<file path="config.mk">
export PLATFORM = sky130hd
export DESIGN_NAME = pc_sequencer_flat
export DESIGN_NICKNAME = d
export VERILOG_FILES = /design/src/rtl/pc_sequencer_if.sv /design/src/rtl/pc_sequencer.sv /design/src/flat_wrapper.sv
export SDC_FILE = /design/constraint.sdc
export NUM_CORES = 1
export LEC_CHECK = 0
export CAP_MARGIN = 0
export CORE_MARGIN = 8
export CORE_UTILIZATION = 30
export DETAILED_ROUTE_END_ITERATION = 7
export SYNTH_ARGS = -nofsm -noshare
export SYNTH_HDL_FRONTEND = slang
export SYNTH_SLANG_ARGS = --single-unit
</file>
<file path="constraint.sdc">
create_clock -name Clk -period 5.5 [get_ports Clk]
set_input_delay 1.1 -clock Clk [delete_from_list [all_inputs] [get_ports Clk]]
set_output_delay 1.1 -clock Clk [all_outputs]
set_load 0.03 [all_outputs]
</file>
<file path="src/rtl/pc_sequencer_if.sv">
// Fetch-stage redirect controls and PC/RAS status between the front end and the PC sequencer.
// The sequencer attaches through the slave modport; the control side uses the master modport.
interface pc_sequencer_if #(
    parameter int WIDTH = 32
);
    logic             Stall;
    logic             BranchTaken;
    logic [WIDTH-1:0] BranchTarget;
    logic             Jump;
    logic             Call;
    logic [WIDTH-1:0] JumpTarget;
    logic             Return;
    logic             Exception;
    logic [WIDTH-1:0] PCResult;
    logic [WIDTH-1:0] PCAddResult;
    logic             RasEmpty;
    logic             RasFull;
    logic             RasUnderflow;

    modport master (
        output Stall, BranchTaken, BranchTarget, Jump, Call, JumpTarget, Return, Exception,
        input  PCResult, PCAddResult, RasEmpty, RasFull, RasUnderflow
    );

    modport slave (
        input  Stall, BranchTaken, BranchTarget, Jump, Call, JumpTarget, Return, Exception,
        output PCResult, PCAddResult, RasEmpty, RasFull, RasUnderflow
    );
endinterface

</file>
<file path="src/rtl/pc_sequencer.sv">
// Program-counter register with prioritised next-PC selection and a circular return-address stack.
// Priority: Exception > Stall > Return > Call/Jump > BranchTaken > sequential.
module pc_sequencer #(
    parameter int               WIDTH        = 32,
    parameter int               STEP         = 4,
    parameter logic [WIDTH-1:0] RESET_VECTOR = 32'h0000_0000,
    parameter logic [WIDTH-1:0] EXC_VECTOR   = 32'h0000_0180,
    parameter int               RAS_DEPTH    = 4
) (
    input logic                Clk,
    input logic                Reset,
    pc_sequencer_if.slave      bus
);
    localparam int PW = $clog2(RAS_DEPTH);
    localparam int CW = $clog2(RAS_DEPTH + 1);
    localparam logic [CW-1:0] COUNT_FULL = CW'(RAS_DEPTH);

    logic [WIDTH-1:0] pc;
    logic [WIDTH-1:0] pc_add;
    logic [WIDTH-1:0] ras [RAS_DEPTH];
    logic [PW-1:0]    ptr;
    logic [CW-1:0]    count;
    logic             underflow;

    assign pc_add = pc + WIDTH'(STEP);

    // ptr addresses the next free slot; when full it lands on the oldest entry,
    // so a push while full overwrites that entry without extra bookkeeping.
    always_ff @(posedge Clk or negedge Reset) begin
        if (!Reset) begin
            pc        <= RESET_VECTOR;
            ptr       <= '0;
            count     <= '0;
            underflow <= 1'b0;
            for (int i = 0; i < RAS_DEPTH; i++) begin
                ras[i] <= '0;
            end
        end else begin
            underflow <= 1'b0;
            if (bus.Exception) begin
                pc <= EXC_VECTOR;
            end else if (!bus.Stall) begin
                if (bus.Return) begin
                    if (count != '0) begin
                        pc    <= ras[ptr - PW'(1)];
                        ptr   <= ptr - PW'(1);
                        count <= count - CW'(1);
                    end else begin
                        pc        <= pc_add;
                        underflow <= 1'b1;
                    end
                end else if (bus.Call) begin
                    pc       <= bus.JumpTarget;
                    ras[ptr] <= pc_add;
                    ptr      <= ptr + PW'(1);
                    if (count != COUNT_FULL) begin
                        count <= count + CW'(1);
                    end
                end else if (bus.Jump) begin
                    pc <= bus.JumpTarget;
                end else if (bus.BranchTaken) begin
                    pc <= bus.BranchTarget;
                end else begin
                    pc <= pc_add;
                end
            end
        end
    end

    assign bus.PCResult     = pc;
    assign bus.PCAddResult  = pc_add;
    assign bus.RasEmpty     = (count == '0);
    assign bus.RasFull      = (count == COUNT_FULL);
    assign bus.RasUnderflow = underflow;
endmodule
</file>
<file path="src/flat_wrapper.sv">
// flat-port wrapper written by rule: the top's interface ports become plain ports
module pc_sequencer_flat 
#(
    parameter int               WIDTH        = 32,
    parameter int               STEP         = 4,
    parameter logic [WIDTH-1:0] RESET_VECTOR = 32'h0000_0000,
    parameter logic [WIDTH-1:0] EXC_VECTOR   = 32'h0000_0180,
    parameter int               RAS_DEPTH    = 4
)
  (Clk, Reset, bus_Stall, bus_BranchTaken, bus_BranchTarget, bus_Jump, bus_Call, bus_JumpTarget, bus_Return, bus_Exception, bus_PCResult, bus_PCAddResult, bus_RasEmpty, bus_RasFull, bus_RasUnderflow);
  pc_sequencer_if #(.WIDTH(WIDTH)) bus_i ();
  input logic Clk;
  input logic Reset;
  input wire logic [$bits(bus_i.Stall)-1:0] bus_Stall;
  input wire logic [$bits(bus_i.BranchTaken)-1:0] bus_BranchTaken;
  input wire logic [$bits(bus_i.BranchTarget)-1:0] bus_BranchTarget;
  input wire logic [$bits(bus_i.Jump)-1:0] bus_Jump;
  input wire logic [$bits(bus_i.Call)-1:0] bus_Call;
  input wire logic [$bits(bus_i.JumpTarget)-1:0] bus_JumpTarget;
  input wire logic [$bits(bus_i.Return)-1:0] bus_Return;
  input wire logic [$bits(bus_i.Exception)-1:0] bus_Exception;
  output wire logic [$bits(bus_i.PCResult)-1:0] bus_PCResult;
  output wire logic [$bits(bus_i.PCAddResult)-1:0] bus_PCAddResult;
  output wire logic [$bits(bus_i.RasEmpty)-1:0] bus_RasEmpty;
  output wire logic [$bits(bus_i.RasFull)-1:0] bus_RasFull;
  output wire logic [$bits(bus_i.RasUnderflow)-1:0] bus_RasUnderflow;
  assign bus_i.Stall = bus_Stall;
  assign bus_i.BranchTaken = bus_BranchTaken;
  assign bus_i.BranchTarget = bus_BranchTarget;
  assign bus_i.Jump = bus_Jump;
  assign bus_i.Call = bus_Call;
  assign bus_i.JumpTarget = bus_JumpTarget;
  assign bus_i.Return = bus_Return;
  assign bus_i.Exception = bus_Exception;
  assign bus_PCResult = bus_i.PCResult;
  assign bus_PCAddResult = bus_i.PCAddResult;
  assign bus_RasEmpty = bus_i.RasEmpty;
  assign bus_RasFull = bus_i.RasFull;
  assign bus_RasUnderflow = bus_i.RasUnderflow;
  pc_sequencer #(.WIDTH(WIDTH), .STEP(STEP), .RESET_VECTOR(RESET_VECTOR), .EXC_VECTOR(EXC_VECTOR), .RAS_DEPTH(RAS_DEPTH)) u_core (.Clk(Clk), .Reset(Reset), .bus(bus_i));
endmodule
</file>
==> flow_metrics.py, run 1 <==
metrics = {
    "drt": {
        "viasPerCell": 5.33,
        "first_pass_iters": 5,
        "drt_iter0_drc": 734,
        "wl_per_cell_um": 20.9,
        "wl_um": 30500,
        "drc_errors": 0,
        "vias": 7756,
        "ant_nets": 0,
    },
    "timing": {
        "fmax_ghz": 0.224,
        "worst_pin_slew_ns": 1.01,
        "final.hold.worst_slack_ns": 0.484,
        "fin_skew_ns": 0.0102,
        "relSlewSlack_pct": 32.2,
        "hold_violations": 0,
        "drv_slew": 0,
        "fin_crit_ns": 4.46,
        "grt_setup_unrepaired": "no",
        "fin_ws_ns": 1.04,
        "final.setup.tns_ns": 0,
        "period_share_pct": 81.1,
        "finalSetupViolations": 0,
    },
    "synth": {
        "yosysSeqAreaShare_pct": 46.6,
        "synth_edf_count": 0,
        "ys_ff_latch": 166,
        "synthArstFlopShare_pct": 100,
        "netlist-cell-type-count": 65,
        "synth.avg_cell_area_um2": 9.41,
        "syn_nets": 1025,
        "netlist_area_um2": 8910,
        "ys.flop_type": "dfrtp_1",
        "netlist_instances": 947,
        "yosysWarnings": 0,
    },
    "min_path": {
        "hp-class": "flop to flop",
        "whs_endpoint": "u_core.count[2]",
        "hold_depth": 1,
        "min_from": "u_core.count[2]",
    },
    "clocking": {
        "cts_resized": 0,
        "clk_pin_slew_ns": 0.07,
        "tritoncts": "done",
        "postCtsSetupRepairBufs": 0,
        "clkSinkCount": 166,
        "numCtsBuffers": 17,
        "hold_buffers": 0,
        "h-tree-depth": 4,
        "clockRootBuffer": "clkbuf_16",
        "cts_max_path_buffers": 2,
        "clk_latency_ns": 0.43,
    },
    "placed_design": {
        "place.gp.congestion": 0.873,
        "postPlaceCellArea_um2": 10700,
        "dp_hpwl_um": 21300,
        "port_buffers": 138,
        "dpl_worst_slack_ns": 1.53,
    },
    "final_layout": {
        "n_antenna_cell": 0,
        "final_cell_mix": "dfrtp_1 (165), nor2_1 (159), a21oi_1 (150), clkdlybuf4s50_1 (137), nand2_1 (47)",
        "final.fill_count": 2959,
        "final_common_cell": "dfrtp_1",
        "nets": 1129,
        "finalInstanceArea_um2": 11300,
        "syn_to_final_growth_pct": 26.5,
        "final_layout_size_suffix_gt1_share_pct": 11.1,
    },
    "setup_path": {
        "critPathRequiredTime_ns": 4.40,
        "rr_worst_depth": 8,
        "crit_path_max_fanout": 8,
        "endpoint_kind": "primary output",
        "cp-startpoint": "u_core.bus.PCResult[2]",
        "critPathLaunchType": "flop",
        "crit_arrival_ns": 3.36,
        "worstReg2RegEnd": "u_core.bus.PCResult[13]",
        "r2r_start": "u_core.ptr[1]",
        "path_class": "flop to primary output",
        "rrSetupSlack_ns": 2.66,
    },
    "power": {
        "p_comb_share_pct": 41.8,
        "seqPwrFrac_pct": 36.4,
        "p_switching_w": 0.00217,
        "p_total_w": 0.00573,
        "powerDensity_nw_per_um2": 508,
        "clkPwrFrac_pct": 21.7,
        "internal_power_w": 0.00356,
        "ir_drop_mv": 0.265,
        "switching_share_pct": 37.8,
        "p_leak_nw": 4.77,
    },
    "floorplan": {
        "die_height_um": 188,
        "io_pins": 139,
        "die_area_um2": 35500,
        "start_util_pct": 30.2,
        "num_rows": 63,
        "core_region_area_um2": 29500,
        "dieWidth_um": 188,
    },
    "global_route": {
        "grt_pass1_vias": 7566,
        "grt_usage_pct": 17.0,
        "antenna_found_initial": 0,
        "grt_max_degree": 108,
        "overflow": 0,
        "grt_pass1_wl_um": 46600,
    },
    "flow_run": {
        "drv_cap": 0,
    },
    "outcome": {
        "status": "completed",
    },
}
[kinds of logic after synthesis]
kind of cell | after synthesis | synth area share [%]
muxes | 52 | 10.6
AOI/OAI and AO/OA | 280 | 18.6
xor gates and xnor gates | 30 | 2.95
buffers and inverters | 123 | 5.53
DFF | 166 | 46.6
and+or+nand+nor | 290 | 14.8
adders and majority gates | 6 | 0.927
[power groups by stage]
stage,logic (W),registers (W),clock network [W]
3_5_place_dp,0.00240,0.00210,0
4_1_cts,0.00241,0.00208,0.00127
5_1_grt,0.00260,0.00215,0.00132
6_report,0.00240,0.00209,0.00124
3_3_place_gp,0.00236,0.00208,0
2_1_floorplan,0.00158,0.00209,0
[synthesized netlist by cell type (all sizes together) (3+ instances only)]
cell type	n	area, um^2
nand4	13	87.6
nor2	160	601
or2	3	18.8
a21o	7	52.6
xnor2	20	175
dfrtp	166	4150
a22o	7	61.3
o21a	4	30.0
clkbuf	54	203
o21ai	41	205
o221ai	7	61.3
o22ai	8	50.1
a21oi	151	759
a2bb2oi	3	26.3
nand2	47	176
nor4	5	52.6
mux2i	3	30.0
a211oi	8	60.1
o211ai	6	45.0
o31ai	5	37.5
nand3	17	85.1
mux4	32	721
buf	21	110
or3	5	31.3
nor2b	3	18.8
ha	5	62.6
nor3	9	50.1
mux2	17	191
and2	7	43.8
a22oi	3	22.5
a31oi	11	75.1
o2bb2ai	4	35.0
and4	4	35.0
and3	10	62.6
xor2	10	87.6
inv	48	180
[routing by layer]
metal	up-vias	GRT usage [%]	wire length (um)
met4	0	8.36	1280
li1	3567	-	-
met2	278	27.6	14600
met1	3847	21.4	12700
met3	64	3.16	1800
met5	-	0	0
[critical path, cell delays in order, from the launching register on]
cell	delay, ns
dfrtp_1	0.48
ha_1	0.25
nand3_1	0.16
nor2_1	0.32
nand4_1	0.25
or2_2	0.37
xor2_1	0.41
inv_1	0.08
clkdlybuf4s50_1	0.61
[flip-flops by register name, indices dropped and copies added (netlist names)]
signal / count
u_core.ras: 128
u_core.bus.PCResult: 32
u_core.count: 3
u_core.ptr: 2
u_core.bus.RasUnderflow: 1
[layout make-up]
class | count | area, um^2 | share of cell area, %
multi-input cells | 658 | 4270 | 37.9
flip-flops and latches | 166 | 4160 | 36.9
repair buffers | 160 | 1560 | 13.8
well taps | 390 | 488 | 4.33
clock buffers | 18 | 439 | 3.90
inverters | 48 | 180 | 1.60
clock inverters | 14 | 175 | 1.55
[metrics by stage]
stage | cells | utilization (%)
global placement | 1422 | 36.1
floorplan | 947 | -
finish | 1454 | 38.2
detailed placement | 1422 | 36.1
CTS | 1454 | 38.2
global route | 1454 | 38.2
[worst max-delay path by stage]
stage                               end  slack, ns  cells past startpoint
finish              bus_PCAddResult[22]       1.04                      8
CTS                 bus_PCAddResult[22]       1.05                      8
global route        bus_PCAddResult[22]       0.89                      8
global placement    bus_PCAddResult[22]       1.56                      8
detailed placement  bus_PCAddResult[22]       1.53                      8
floorplan           bus_PCAddResult[28]       2.26                      6
Note: power is estimated with default switching activity, not from simulation.
==> run 2, diff against run 1 <==
==> constraint.sdc (replaced) <==
create_clock -name Clk -period 3.8 [get_ports Clk]
set_input_delay 0.76 -clock Clk [delete_from_list [all_inputs] [get_ports Clk]]
set_output_delay 0.76 -clock Clk [all_outputs]
set_load 0.03 [all_outputs]
==> run 2 against run 1 <==
Compared with the run above: first-iteration DRC count is 8.4% lower; sequential share of layout area decreased by 1.5 points; final cell count up 2.4%; setup slack got worse by 0.93 ns; clock-buffer cell count decreased by 1; total power is 50% higher; register-to-register slack lost 1.4 ns; hold slack worse by 0.34 ns; critical path depth unchanged; largest power group unchanged.
==> flow_metrics.py, run 2 (synthesis gave the netlist of run 1 again) <==
metrics = {
    "clocking": {
        "clk_pin_slew_ns": 0.07,
        "h-tree-depth": 4,
        "cts_max_path_buffers": 2,
        "clkSinkCount": 166,
        "clk_latency_ns": 0.43,
        "clockRootBuffer": "clkbuf_16",
        "numCtsBuffers": 17,
        "tritoncts": "done",
    },
    "setup_path": {
        "crit_top_cell": "nor2_1",
        "rrSetupSlack_ns": 1.24,
        "rr_worst_depth": 8,
        "r2r_start": "u_core.bus.PCResult[2]",
        "crit_path_max_fanout": 8,
        "worstPathCellList": "ha_1 -> nand3_1 -> nor2_1 -> nand4_1 -> nor2_1 -> xnor2_1 -> inv_1 -> clkdlybuf4s50_1",
        "path_delay_family": "simple AND/OR/NAND/NOR gates",
        "critPathBufInv": 2,
        "worstReg2RegEnd": "u_core.bus.PCResult[18]",
        "cp_slowest_cell": "clkdlybuf4s50_1",
        "endpoint_kind": "primary output",
        "critPathLaunchType": "flop",
        "slowest_delay_ns": 0.61,
        "critPathRequiredTime_ns": 3.04,
        "path_class": "flop to primary output",
        "crit_arrival_ns": 2.93,
    },
    "power": {
        "powerDensity_nw_per_um2": 732,
        "p_leak_nw": 5.15,
        "ir_drop_mv": 0.374,
        "p_total_w": 0.00859,
    },
    "floorplan": {
        "core_region_area_um2": 29500,
        "io_pins": 139,
        "die_height_um": 188,
        "dieWidth_um": 188,
        "num_rows": 63,
        "die_area_um2": 35500,
        "start_util_pct": 30.2,
    },
    "global_route": {
        "grt_pass1_wl_um": 47200,
        "overflow": 0,
        "grt_pass1_vias": 7810,
        "grt_max_degree": 63,
        "met3_usage_pct": 3.38,
        "grt-busiest-layer": "met2",
        "grt_usage_pct": 17.2,
        "met2_usage_pct": 29.1,
        "antenna_found_initial": 0,
        "grt_util_met1_pct": 21.4,
    },
    "placed_design": {
        "port_buffers": 138,
        "place_inst": 1454,
        "dp_hpwl_um": 22500,
        "dpl_worst_slack_ns": 0.339,
        "place.gp.congestion": 0.887,
    },
    "timing": {
        "period_share_pct": 97.1,
        "fin_ws_ns": 0.110,
        "drv_slew": 0,
        "final.setup.tns_ns": 0,
        "fmax_ghz": 0.271,
        "relSlewSlack_pct": 49.7,
        "final.hold.worst_slack_ns": 0.146,
        "fin_crit_ns": 3.69,
        "worst_pin_slew_ns": 0.755,
        "hold_violations": 0,
        "fin_skew_ns": 0.00961,
        "finalSetupViolations": 0,
    },
    "final_layout": {
        "syn_to_final_growth_pct": 31.7,
        "largest-register": "u_core.ras",
        "final_cell_mix": "dfrtp_1 (165), nor2_1 (158), a21oi_1 (150), clkdlybuf4s50_1 (126), buf_4 (52)",
        "largest_reg_flops": 128,
        "final_layout_size_suffix_gt1_share_pct": 15.0,
        "final_common_cell": "dfrtp_1",
        "n_antenna_cell": 0,
        "final_cells": 1489,
        "nets": 1164,
    },
    "outcome": {
        "status": "completed",
    },
    "drt": {
        "drt_iter0_drc": 672,
        "wl_per_cell_um": 20.7,
        "ant_nets": 0,
        "wl_um": 30800,
        "first_pass_iters": 5,
        "vias": 7804,
        "drc_errors": 0,
        "viasPerCell": 5.24,
    },
    "min_path": {
        "hp-class": "input pin to asynchronous set/reset pin",
    },
    "flow_run": {
        "drv_cap": 0,
    },
}
## run 2: changes by cell type in the layout (fill, tap and decap cells not counted), moves of 4 or more
| cell | previous run | this run |
|---|---|---|
| xor2_1 | 10 | 6 |
| buf_4 | 21 | 52 |
| clkdlybuf4s50_1 | 137 | 126 |
| dlymetal6s2s_1 | 0 | 8 |
| buf_12 | 1 | 5 |
## run 2: how the worst max path moves through the flow
stage,from,to,slack (ns),cells after the start
2_1_floorplan,u_core.ptr[0],u_core.bus.PCResult[15],0.59,11
3_3_place_gp,u_core.bus.PCResult[8],bus_PCAddResult[29],0.38,6
3_5_place_dp,u_core.bus.PCResult[8],bus_PCAddResult[29],0.34,6
4_1_cts,u_core.bus.PCResult[8],bus_PCAddResult[31],0.009,7
5_1_grt,u_core.bus.PCResult[2],bus_PCAddResult[24],-0.004,8
6_report,u_core.bus.PCResult[2],bus_PCAddResult[24],0.11,8
## run 2: power by group
part / leakage, nW / switching, W / internal, W / total, W
combinational: 2.76 / 0.00197 / 0.00166 / 0.00363
sequential: 2.07 / 0.000473 / 0.00251 / 0.00299
clock: 0.324 / 0.000782 / 0.00119 / 0.00197
## run 2: routing by layer
layer / vias to the layer above / routed length [um]
li1: 3627 / -
met1: 3873 / 12900
met2: 249 / 15400
met3: 55 / 1670
met4: 0 / 865
met5: - / 0
## run 2: timing repair
item	4_1_cts	5_1_grt
hold buffers	0	0
setup endpoints to repair	5	11
pin swaps	0	2
resized for setup	7	18
setup buffers	0	3
## run 2: final cells by class
| type | instances | area (um^2) |
|---|---|---|
| fillers | 2899 | 17700 |
| multi-input cells | 658 | 4360 |
| flip-flops and latches | 166 | 4160 |
| repair buffers | 195 | 1890 |
| well taps | 390 | 488 |
| clock buffers | 17 | 425 |
| clock inverters | 15 | 240 |
| inverters | 48 | 180 |
## run 2: worst reg2reg max path, stage by stage (launching register included)
cell and delay, ns:
dfrtp_1 0.47, ha_1 0.25, nand3_1 0.18, nor2_1 0.21, buf_4 0.15, nand4_1 0.27, o311a_1 0.43, a2bb2oi_1 0.13
a2111oi_0 0.33
## run 2: metrics by stage
step,instance area [um^2],utilization (%)
floorplan,8910,-
global placement,10900,37.1
detailed placement,10900,37.1
CTS,11600,39.4
global route,11700,39.8
finish,11700,39.8
==> run 3, diff against run 2 <==
--- a/config.mk
+++ b/config.mk
@@ -6,6 +6,7 @@
 export NUM_CORES = 1
 export LEC_CHECK = 0
 export CAP_MARGIN = 0
+export CORE_ASPECT_RATIO = 0.75
 export CORE_MARGIN = 8
 export CORE_UTILIZATION = 30
 export DETAILED_ROUTE_END_ITERATION = 7
==> constraint.sdc (replaced) <==
create_clock -name Clk -period 3.9 [get_ports Clk]
set_input_delay 0.78 -clock Clk [delete_from_list [all_inputs] [get_ports Clk]]
set_output_delay 0.78 -clock Clk [all_outputs]
set_load 0.03 [all_outputs]
==> run 3 against run 2 <==
Compared with the run above: non-clock buffer count shrank 3; critical path type unchanged; total power down 5.0%; register-to-register slack better by 0.12 ns; largest cell class unchanged; sequential share of layout area up 0.41 points.
==> flow_metrics.py, run 3 (synthesis gave the netlist of run 1 again) <==
metrics = {
    "final_layout": {
        "final_cell_mix": "dfrtp_1 (165), nor2_1 (158), a21oi_1 (150), clkdlybuf4s50_1 (126), buf_4 (51)",
        "nets": 1161,
        "syn_to_final_growth_pct": 30.2,
        "largest-register": "u_core.ras",
        "final_cells": 1486,
        "fin_util_pct": 39.8,
        "largest_reg_flops": 128,
        "finalInstanceArea_um2": 11600,
        "final.fill_count": 2865,
        "final_layout_size_suffix_gt1_share_pct": 14.4,
        "final_common_cell": "dfrtp_1",
        "n_antenna_cell": 0,
    },
    "drt": {
        "first_pass_iters": 5,
        "viasPerCell": 5.27,
        "wl_per_cell_um": 20.8,
        "vias": 7830,
        "drc_errors": 0,
        "wl_um": 30900,
        "ant_nets": 0,
        "drt_iter0_drc": 742,
    },
    "setup_path": {
        "worstPathCellList": "nand4_2 -> or4_4 -> nor2_1 -> xnor2_2 -> inv_1 -> clkdlybuf4s50_1",
        "rrSetupSlack_ns": 1.36,
        "slowest_delay_ns": 0.68,
        "endpoint_kind": "primary output",
        "crit_arrival_ns": 2.99,
        "critPathRequiredTime_ns": 3.12,
        "crit_path_max_fanout": 7,
        "rr_worst_depth": 8,
        "cp_slowest_cell": "clkdlybuf4s50_1",
        "r2r_start": "u_core.ptr[1]",
        "critPathBufInv": 2,
        "worstReg2RegEnd": "u_core.bus.PCResult[13]",
        "path_class": "flop to primary output",
        "critPathLaunchType": "flop",
        "path_delay_family": "simple AND/OR/NAND/NOR gates",
    },
    "clocking": {
        "clk_pin_slew_ns": 0.06,
        "h-tree-depth": 4,
        "clockRootBuffer": "clkbuf_16",
        "clk_latency_ns": 0.43,
        "clkSinkCount": 166,
        "cts_max_path_buffers": 2,
        "tritoncts": "done",
        "numCtsBuffers": 17,
    },
    "floorplan": {
        "num_rows": 54,
        "die_area_um2": 35500,
        "core_region_area_um2": 29100,
        "die_height_um": 165,
        "start_util_pct": 30.6,
        "dieWidth_um": 215,
        "io_pins": 139,
    },
    "timing": {
        "fin_crit_ns": 3.77,
        "hold_violations": 0,
        "finalSetupViolations": 0,
        "fmax_ghz": 0.266,
        "period_share_pct": 96.6,
        "fin_skew_ns": 0.00599,
        "final.hold.worst_slack_ns": 0.325,
        "relSlewSlack_pct": 46.5,
        "drv_slew": 0,
        "worst_pin_slew_ns": 0.800,
    },
    "placed_design": {
        "postPlaceCellArea_um2": 10900,
        "port_buffers": 138,
        "place.gp.congestion": 0.847,
        "place_inst": 1453,
        "dp_hpwl_um": 22500,
    },
    "power": {
        "p_leak_nw": 5.11,
        "p_total_w": 0.00816,
        "powerDensity_nw_per_um2": 703,
        "ir_drop_mv": 0.309,
    },
    "global_route": {
        "grt_usage_pct": 17.3,
        "grt_pass1_wl_um": 47200,
        "grt_max_degree": 63,
        "grt_pass1_vias": 7759,
        "overflow": 0,
        "antenna_found_initial": 0,
    },
    "outcome": {
        "status": "completed",
    },
    "flow_run": {
        "drv_cap": 0,
    },
    "min_path": {
        "hp-class": "input pin to asynchronous set/reset pin",
    },
}
==> run 3: per-stage QoR <==
step,setup WS [ns],setup TNS (ns)
floorplan,0.694,0
global placement,0.311,0
detailed placement,0.254,0
CTS,0.0219,0
global route,-0.00706,-0.00706
finish,0.134,0
==> run 3: how the worst max path moves through the flow <==
stage                     cells past startpoint  slack (ns)                      end                    start
after floorplan                              11        0.69  u_core.bus.PCResult[15]            u_core.ptr[0]
after global placement                        7        0.31      bus_PCAddResult[31]   u_core.bus.PCResult[6]
after detailed placement                      7        0.25      bus_PCAddResult[31]   u_core.bus.PCResult[6]
after CTS                                     7        0.02      bus_PCAddResult[30]  u_core.bus.PCResult[11]
after global routing                          6      -0.007      bus_PCAddResult[17]  u_core.bus.PCResult[11]
final                                         6        0.13      bus_PCAddResult[17]  u_core.bus.PCResult[11]
==> run 3: routing by layer <==
metal | GRT usage (%) | vias to the layer above | share of wire [%]
li1 | - | 3617 | -
met1 | 23.2 | 3876 | 45
met2 | 27.3 | 287 | 45
met3 | 4.02 | 50 | 6.8
met4 | 5.59 | 0 | 2.9
met5 | 0 | - | 0
==> run 3: timing repair <==
action,4_1_cts,5_1_grt
gates cloned,0,0
hold buffers,0,0
buffers inserted,2,1
hold endpoints to repair,0,0
endpoints found under the setup margin,11,15
pin swaps,2,2
gates resized for setup,5,17
==> run 3: power breakdown <==
part / internal, W / total, W / switching (W)
registers: 0.00245 / 0.00295 / 0.000493
logic: 0.00162 / 0.00349 / 0.00188
clock network: 0.00100 / 0.00172 / 0.000720
==> run 3: cell type report <==
| type | instances | area, um^2 | share of cell area [%] |
|---|---|---|---|
| inverter | 48 | 180 | 1.55 |
| clock buffer | 18 | 429 | 3.70 |
| multi-input combinational | 658 | 4340 | 37.4 |
| tap | 392 | 490 | 4.23 |
| clock inverter | 12 | 156 | 1.35 |
| sequential | 166 | 4160 | 35.8 |
| timing repair buffer | 192 | 1850 | 15.9 |
